File: src/rtl/fc_pkg.sv
// Shared types for the fully-connected layer datapath.
// Loader FSM states, default layer sizing and the activation vector type.
package fc_pkg;

    typedef enum logic [1:0] {
        FILL,
        PAD,
        HOLD
    } fc_ld_state_t;

    localparam int FC_IN    = 128;
    localparam int FC_WIDTH = 8;

    // Parallel activation vector as seen by the combinational layer.
    typedef logic [FC_WIDTH-1:0] fc_act_vec_t [0:FC_IN-1];

endpackage

File: src/rtl/fc_act_loader.sv
// Serial-to-parallel activation loader feeding the FC layer.
// Ports: clk, rst (sync, active-high); s_valid/s_ready/s_data/s_last beat
// stream in; x[0:IN-1]/x_valid/x_ready vector out; err_len length error pulse.
module fc_act_loader
    import fc_pkg::*;
#(
    parameter  int WIDTH = FC_WIDTH,
    parameter  int IN    = FC_IN,
    localparam int IDX_W = $clog2(IN)
) (
    input  logic             clk,
    input  logic             rst,
    input  logic             s_valid,
    output logic             s_ready,
    input  logic [WIDTH-1:0] s_data,
    input  logic             s_last,
    output logic [WIDTH-1:0] x [0:IN-1],
    output logic             x_valid,
    input  logic             x_ready,
    output logic             err_len
);

    fc_ld_state_t     state_q, state_d;
    logic [IDX_W-1:0] idx_q, idx_d;
    logic [WIDTH-1:0] x_q [0:IN-1];
    logic [WIDTH-1:0] x_d [0:IN-1];
    logic             x_valid_q;
    logic             err_len_q, err_len_d;
    logic             idx_last;

    assign idx_last = (idx_q == IDX_W'(IN - 1));

    // State register and datapath flops
    always_ff @(posedge clk) begin
        if (rst) begin
            state_q   <= FILL;
            idx_q     <= '0;
            x_q       <= '{default: '0};
            x_valid_q <= 1'b0;
            err_len_q <= 1'b0;
        end else begin
            state_q   <= state_d;
            idx_q     <= idx_d;
            x_q       <= x_d;
            x_valid_q <= (state_d == HOLD);
            err_len_q <= err_len_d;
        end
    end

    // Next-state, index and vector update
    always_comb begin
        state_d   = state_q;
        idx_d     = idx_q;
        x_d       = x_q;
        err_len_d = 1'b0;
        unique case (state_q)
            FILL: begin
                // s_ready is high whenever FILL is active outside reset
                if (s_valid) begin
                    x_d[idx_q] = s_data;
                    if (idx_last) begin
                        state_d   = HOLD;
                        idx_d     = '0;
                        err_len_d = !s_last;
                    end else if (s_last) begin
                        state_d   = PAD;
                        idx_d     = idx_q + IDX_W'(1);
                        err_len_d = 1'b1;
                    end else begin
                        idx_d = idx_q + IDX_W'(1);
                    end
                end
            end
            PAD: begin
                x_d[idx_q] = '0;
                if (idx_last) begin
                    state_d = HOLD;
                    idx_d   = '0;
                end else begin
                    idx_d = idx_q + IDX_W'(1);
                end
            end
            HOLD: begin
                if (x_ready) begin
                    state_d = FILL;
                end
            end
            default: begin
                state_d = FILL;
                idx_d   = '0;
            end
        endcase
    end

    // Outputs: s_ready depends only on state and rst
    always_comb begin
        s_ready = (state_q == FILL) && !rst;
    end

    assign x       = x_q;
    assign x_valid = x_valid_q;
    assign err_len = err_len_q;

endmodule

File: config.mk
export PLATFORM = sky130hd
export DESIGN_NAME = fc_act_loader
export DESIGN_NICKNAME = d
export VERILOG_FILES = /design/src/rtl/fc_pkg.sv /design/src/rtl/fc_act_loader.sv
export SDC_FILE = /design/constraint.sdc
export NUM_CORES = 2
export LEC_CHECK = 0
export BUFFER_PORTS_ARGS = -buffer_cell sky130_fd_sc_hd__clkbuf_2
export CORE_AREA = 8 8 399 401
export CTS_BUF_LIST = sky130_fd_sc_hd__clkbuf_8
export CTS_CLUSTER_DIAMETER = 50
export DETAILED_ROUTE_END_ITERATION = 8
export DIE_AREA = 0 0 407 409
export GPL_ROUTABILITY_DRIVEN = 0
export GPL_TIMING_DRIVEN = 0
export REMOVE_ABC_BUFFERS = 1
export SKIP_CTS_REPAIR_TIMING = 1
export SYNTH_ARGS = -nofsm -noshare
export SYNTH_HDL_FRONTEND = slang
export SYNTH_SLANG_ARGS = --single-unit
File: constraint.sdc
create_clock -name clk -period 3 [get_ports clk]
set_input_delay 0.6 -clock clk [delete_from_list [all_inputs] [get_ports clk]]
set_output_delay 0.6 -clock clk [all_outputs]
set_load 0.01 [all_outputs]
After elaboration in Yosys (flattened, before gate mapping)
Index checks and enable logic that the tools add are counted.
{"block": "word_totals", "inputBits": 13, "regBits": 1035}
{"block": "op_classes", "add_sub_neg": 1, "mux": 16, "eq_ne": 5, "n_lt_le_gt_ge": 2, "n_reduce_logical": 9, "n_bitwise": 6}
{"op": "$pmux 1024 s2", "count": 1}
{"op": "$and 1024x1024->1024", "count": 1}
{"op": "$bwmux 1024", "count": 1}
{"op": "$mux 1024", "count": 1}
{"op": "$not 1024->1024", "count": 1}
{"op": "$demux 8 s7", "count": 1}
{"op": "$pmux 7 s3", "count": 1}
{"op": "$mux 7", "count": 2}
{"op": "$mux 2", "count": 5}
{"op": "$ge 8x8->1 const B", "count": 1}
{"op": "$lt 8x1->1 const B", "count": 1}
{"op": "$mux 8", "count": 1}
{"op": "$not 7->8", "count": 1}
{"op": "$add 7x1->7 const B", "count": 1}
{"op": "$eq 7x7->1 const B", "count": 1}
{"op": "$pmux 2 s3", "count": 1}
{"op": "$eq 2x2->1 const B", "count": 2}
{"op": "$reduce_and 2->1", "count": 2}
{"op": "$not 1->1", "count": 3}
{"op": "$reduce_or 3->1", "count": 1}
{"op": "$eq 2x1->1 const B", "count": 1}
{"op": "$logic_and 1x1->1", "count": 2}
{"op": "$logic_not 1->1", "count": 2}
{"op": "$logic_not 2->1", "count": 1}
{"op": "other kinds (3)", "count": 4}

Depth between registers and ports, before layout
{"block": "logic_depth", "depth_word": 8, "ltp_mapped": 8}

Worst setup path after synthesis
Ideal clock, no wire load.
{"block": "synth_timing", "path_kind": "in2out", "from": "input rst", "to": "output s_ready", "arrival_time_ns": 1.419, "setup_slack_ns": 0.981, "required_ns": 2.400, "cell_stages": 4, "cell_sequence": "buf_2 > clkbuf_1 > buf_1 > nor3_1"}
{"block": "synth_via", "elab_chain_cells": 2}
{"element": "start: declaration", "line": "fc_act_loader.sv:12", "text": "input logic rst,"}
{"element": "$logic_not 1->1", "line": "fc_act_loader.sv:97", "text": "s_ready = (state_q == FILL) && !rst;"}
{"element": "$logic_and 1x1->1", "line": "fc_act_loader.sv:97"}
{"element": "end: declaration", "line": "fc_act_loader.sv:14", "text": "output logic s_ready,"}
No other way between the ends.

Final worst setup path
{"block": "layout_timing", "from": "register idx_q[5]", "to": "register x_q (netlist bit x[906])"}
{"block": "layout_via", "elab_chain_cells": 8, "word_cells_on_any_way": 11, "classes_between": "2 x order compare; 5 x mux; 3 x bitwise; 1 x reduce/logical"}
{"element": "start: declaration", "line": "fc_act_loader.sv:24", "text": "logic [IDX_W-1:0] idx_q, idx_d;"}
{"element": "start signal: assignment", "line": "fc_act_loader.sv:43", "text": "idx_q <= idx_d;"}
{"element": "$not 7->8 (implied by the code) *", "line": "fc_act_loader.sv:60, fc_act_loader.sv:75"}
{"element": "$ge 8x8->1 (implied by the code) or $lt 8x1->1 (tied branches)", "line": "fc_act_loader.sv:60, fc_act_loader.sv:75"}
{"element": "$logic_and 1x1->1 (implied by the code)", "line": "fc_act_loader.sv:60, fc_act_loader.sv:75"}
{"element": "$mux 8 (implied by the code)", "line": "fc_act_loader.sv:60, fc_act_loader.sv:75"}
{"element": "$demux 8 s7 *", "line": "fc_act_loader.sv:60, fc_act_loader.sv:75"}
{"element": "$bwmux 1024 or $not 1024->1024 (tied branches)"}
{"element": "$mux 1024 or $and 1024x1024->1024 (tied branches)"}
{"element": "$pmux 1024 s2 *", "line": "fc_act_loader.sv:56", "text": "unique case (state_q)"}
{"element": "end signal: assignment", "line": "fc_act_loader.sv:38", "text": "x_q <= '{default: '0};"}
{"element": "end signal: assignment", "line": "fc_act_loader.sv:44", "text": "x_q <= x_d;"}
{"element": "end: declaration", "line": "fc_act_loader.sv:25", "text": "logic [WIDTH-1:0] x_q [0:IN-1];"}
Every way passes the cells marked *; elsewhere a longest branch is shown, timed or not. The select of a mux whose other input is x is not followed.
A chain may end at the register's enable or synchronous reset.

==> flow_summary.yaml <==
routing:
  first_iter_violations: 3220
  wl_per_cell_um: 30.2
  post_drt_via_cell_ratio: 5.14
  wl_mm: 181
  final_antenna_net_count: 0
  drc_errors: 0
  via_count: 30809
  drt-pass1-iter-count: 5
synth:
  synthTopCellsByCount: "dfxtp_1 (1035), a22o_1 (944), nor2_1 (221)"
  synth_top_family_by_area: "compound AO/OA/AOI/OAI gates"
  synthTopCellsByArea: "dfxtp_1 (62%), a22o_1 (25%), nor2_1 (2.5%), nor4_1 (2.2%), o2bb2ai_1 (2.1%)"
  netlist.area_leader.share_pct: 61.6
  yosys.area_share.adder_pct: 0.0372
  yosysMostFrequentCell: "dfxtp_1"
  yosysTopAreaCell: "dfxtp_1"
  synthXorXnorAreaFrac_pct: 0.104
  yosysUniqueCellTypes: 44
  avgSynthCellArea_um2: 12.2
  synth-simple-area-share_pct: 7.76
  ys_ff_latch: 1035
  syn_area_mm2: 0.0336
  seq_area_frac_synth_pct: 61.6
  synth_compound_area_share_pct: 26.9
  async_flop_share_pct: 0
  synth_edf_count: 0
  synth_mux_area_share_pct: 0.0335
  synth_ff_type: "dfxtp_1"
  syn_inst: 2762
  yosys_warnings: 0
timing:
  whs_ns: 0.0975
  final.min_clock_period_ns: 2.98
  worst_pin_slew_ns: 1.40
  post-route-period-util_pct: 99.4
  fmax_mhz: 335
  maxSlewViolCount: 0
  hold_violations: 0
  clock_skew_ns: 0.0405
  setup_viol: 0
  max_slew_margin_pct: 6.44
  rsz0062_at_grt: "yes"
cells_and_area:
  area_delta_synth_final_pct: 34.3
  final_util_pct: 29.5
  layout.nets: 3822
  stdcell_count: 5998
  drive_above_1_share_pct: 37.2
worst_hold_path:
  worstHoldStart: "s_last"
  min_to: "state_q[0]$_SDFF_PP0_"
  hold_class: "in -> reg"
  hold_depth: 3
clock_network:
  cts_tree: "built"
  clkTransAtPathRegs_ns: 0.06
  clk_latency_ns: 0.87
  cts_made_buffers: 177
  htreeDepth: 4
  clock-sinks: 1035
  cts-root-buf: "clkbuf_8"
  cts_buffer_depth: 3
floorplanning:
  core_mm2: 0.153
  fp.dieW_um: 407
  start_util_pct: 22.0
  die_h_um: 409
  die_area_mm2: 0.166
  num_rows: 144
  ios: 1040
critical_path:
  required_ns: 3.81
  reg2reg_to: "x[906]$_SDFFE_PP0P_"
  cp_max_fo: 19
  slowest_delay_ns: 0.93
  r2r_start: "idx_q[5]$_SDFFE_PP0P_"
  critical_path_class: "reg -> reg"
  rr_worst_depth: 4
  start_kind: "register"
  path_cells: "or4b_1 > nor4_1 > nor2_4 > a22o_1"
  end_kind: "register"
  worst-endpoint-arrival_ns: 3.79
  r2r_slack_ns: 0.02
  cpMaxStageDelayCell: "dfxtp_2"
global_routing:
  antenna_found_initial: 11
  groute.usage.overall_pct: 20.3
  overflow: 0
  grt_pass1_wl_mm: 242
  grt_max_degree: 77
  grt_pass1_vias: 29298
place:
  io_buffers: 1039
  hpwlAfterDp_mm: 134
  place_inst: 5665
power_and_ir_drop:
  ir_drop_uv: 388
  swShare_pct: 27.0
  p_seq_share_pct: 47.9
  p_per_area_mw_per_mm2: 639
  p_clk_share_pct: 45.8
  cell_internal_pwr_uw: 21100
  finalPower_uw: 28800
  power_switching_uw: 7780
  cellLeakagePower_uw: 0.0195
  p_comb_share_pct: 6.3
status:
  outcome: "finished clean"
run:
  max_cap_viol_count: 0
routing by layer:
metal / up-vias / track usage, % / share of wire, %
li1: 12859 / - / -
met1: 15439 / 23.9 / 37
met2: 2084 / 32.0 / 45
met3: 423 / 7.76 / 12
met4: 4 / 10.2 / 5.5
met5: - / 0.263 / 0.040
logic make-up (layout without fill, tap and decap cells):
kind of cell | count (synthesis) | in the layout
AOI/OAI and AO/OA | 1036 | 1036
and+or+nand+nor | 460 | 460
buffers and inverters | 225 | 1412
other | 0 | 5
xor gates and xnor gates | 4 | 4
muxes | 1 | 1
DFF | 1035 | 1035
adders and majority gates | 1 | 1
worst max-delay path by stage:
| stage | from | to | slack, ns | cells after the start |
|---|---|---|---|---|
| after floorplan | s_valid | x[151]$_SDFFE_PP0P_ | -3.10 | 4 |
| after global placement | s_valid | x[906]$_SDFFE_PP0P_ | -8.85 | 5 |
| after detailed placement | rst | x[345]$_SDFFE_PP0P_ | -0.52 | 6 |
| after CTS | idx_q[4]$_SDFFE_PP0P_ | x[464]$_SDFFE_PP0P_ | -0.45 | 4 |
| after global routing | idx_q[5]$_SDFFE_PP0P_ | x[906]$_SDFFE_PP0P_ | -0.01 | 4 |
| final | idx_q[5]$_SDFFE_PP0P_ | x[906]$_SDFFE_PP0P_ | 0.02 | 4 |
layout make-up:
type,instances,area [um2]
Fill cell,15912,108000
Sequential cell,1035,20700
Multi-Input combinational cell,1502,11900
Timing Repair Buffer,1091,6290
Clock buffer,216,2970
Tap cell,2044,2560
Clock inverter,104,684
Antenna cell,5,12.5
Inverter,1,3.75
stage by stage:
stage | setup WS [ns] | TNS, ns | cell area [um2]
6_report | 0.0166 | 0 | 45200
5_1_grt | -0.0112 | -0.0386 | 45100
4_1_cts | -0.451 | -21.48 | 45000
3_5_place_dp | -0.521 | -66.87 | 41300
3_3_place_gp | -8.85 | -7567.25 | 40200
2_1_floorplan | -3.10 | -3029.56 | 32400
critical path, delay by kind of cell, from the launching register on:
family	cells	cell delay, ns
flip-flops	1	0.93
AO/OA/AOI/OAI	1	0.24
AND/OR/NAND/NOR	3	1.67
registers in the layout, indices dropped and copies added (netlist names):
name and cells:
err_len 1, idx_q 7, state_q 2, x 1024, x_valid 1
cell usage in the layout (no fill, tap or decap), types with 22 or more instances in the layout:
cell type / synthesis / layout
nor4_1: 118 / 118
inv_1: 1 / 59
a22o_1: 944 / 944
nor2_1: 221 / 189
clkbuf_8: 0 / 217
dfxtp_1: 1035 / 1031
buf_16: 0 / 22
nor2_2: 32 / 58
o2bb2ai_1: 80 / 80
clkbuf_2: 1 / 1038
power by group through the flow:
stage | Sequential [uW] | Clock (uW) | Combinational (uW)
2_1_floorplan | 14100 | 0 | 605
3_3_place_gp | 14100 | 0 | 1540
3_5_place_dp | 14100 | 0 | 1790
4_1_cts | 13800 | 13300 | 1790
5_1_grt | 13800 | 14000 | 1850
6_report | 13800 | 13200 | 1820
(Power assumes the default switching activity.)
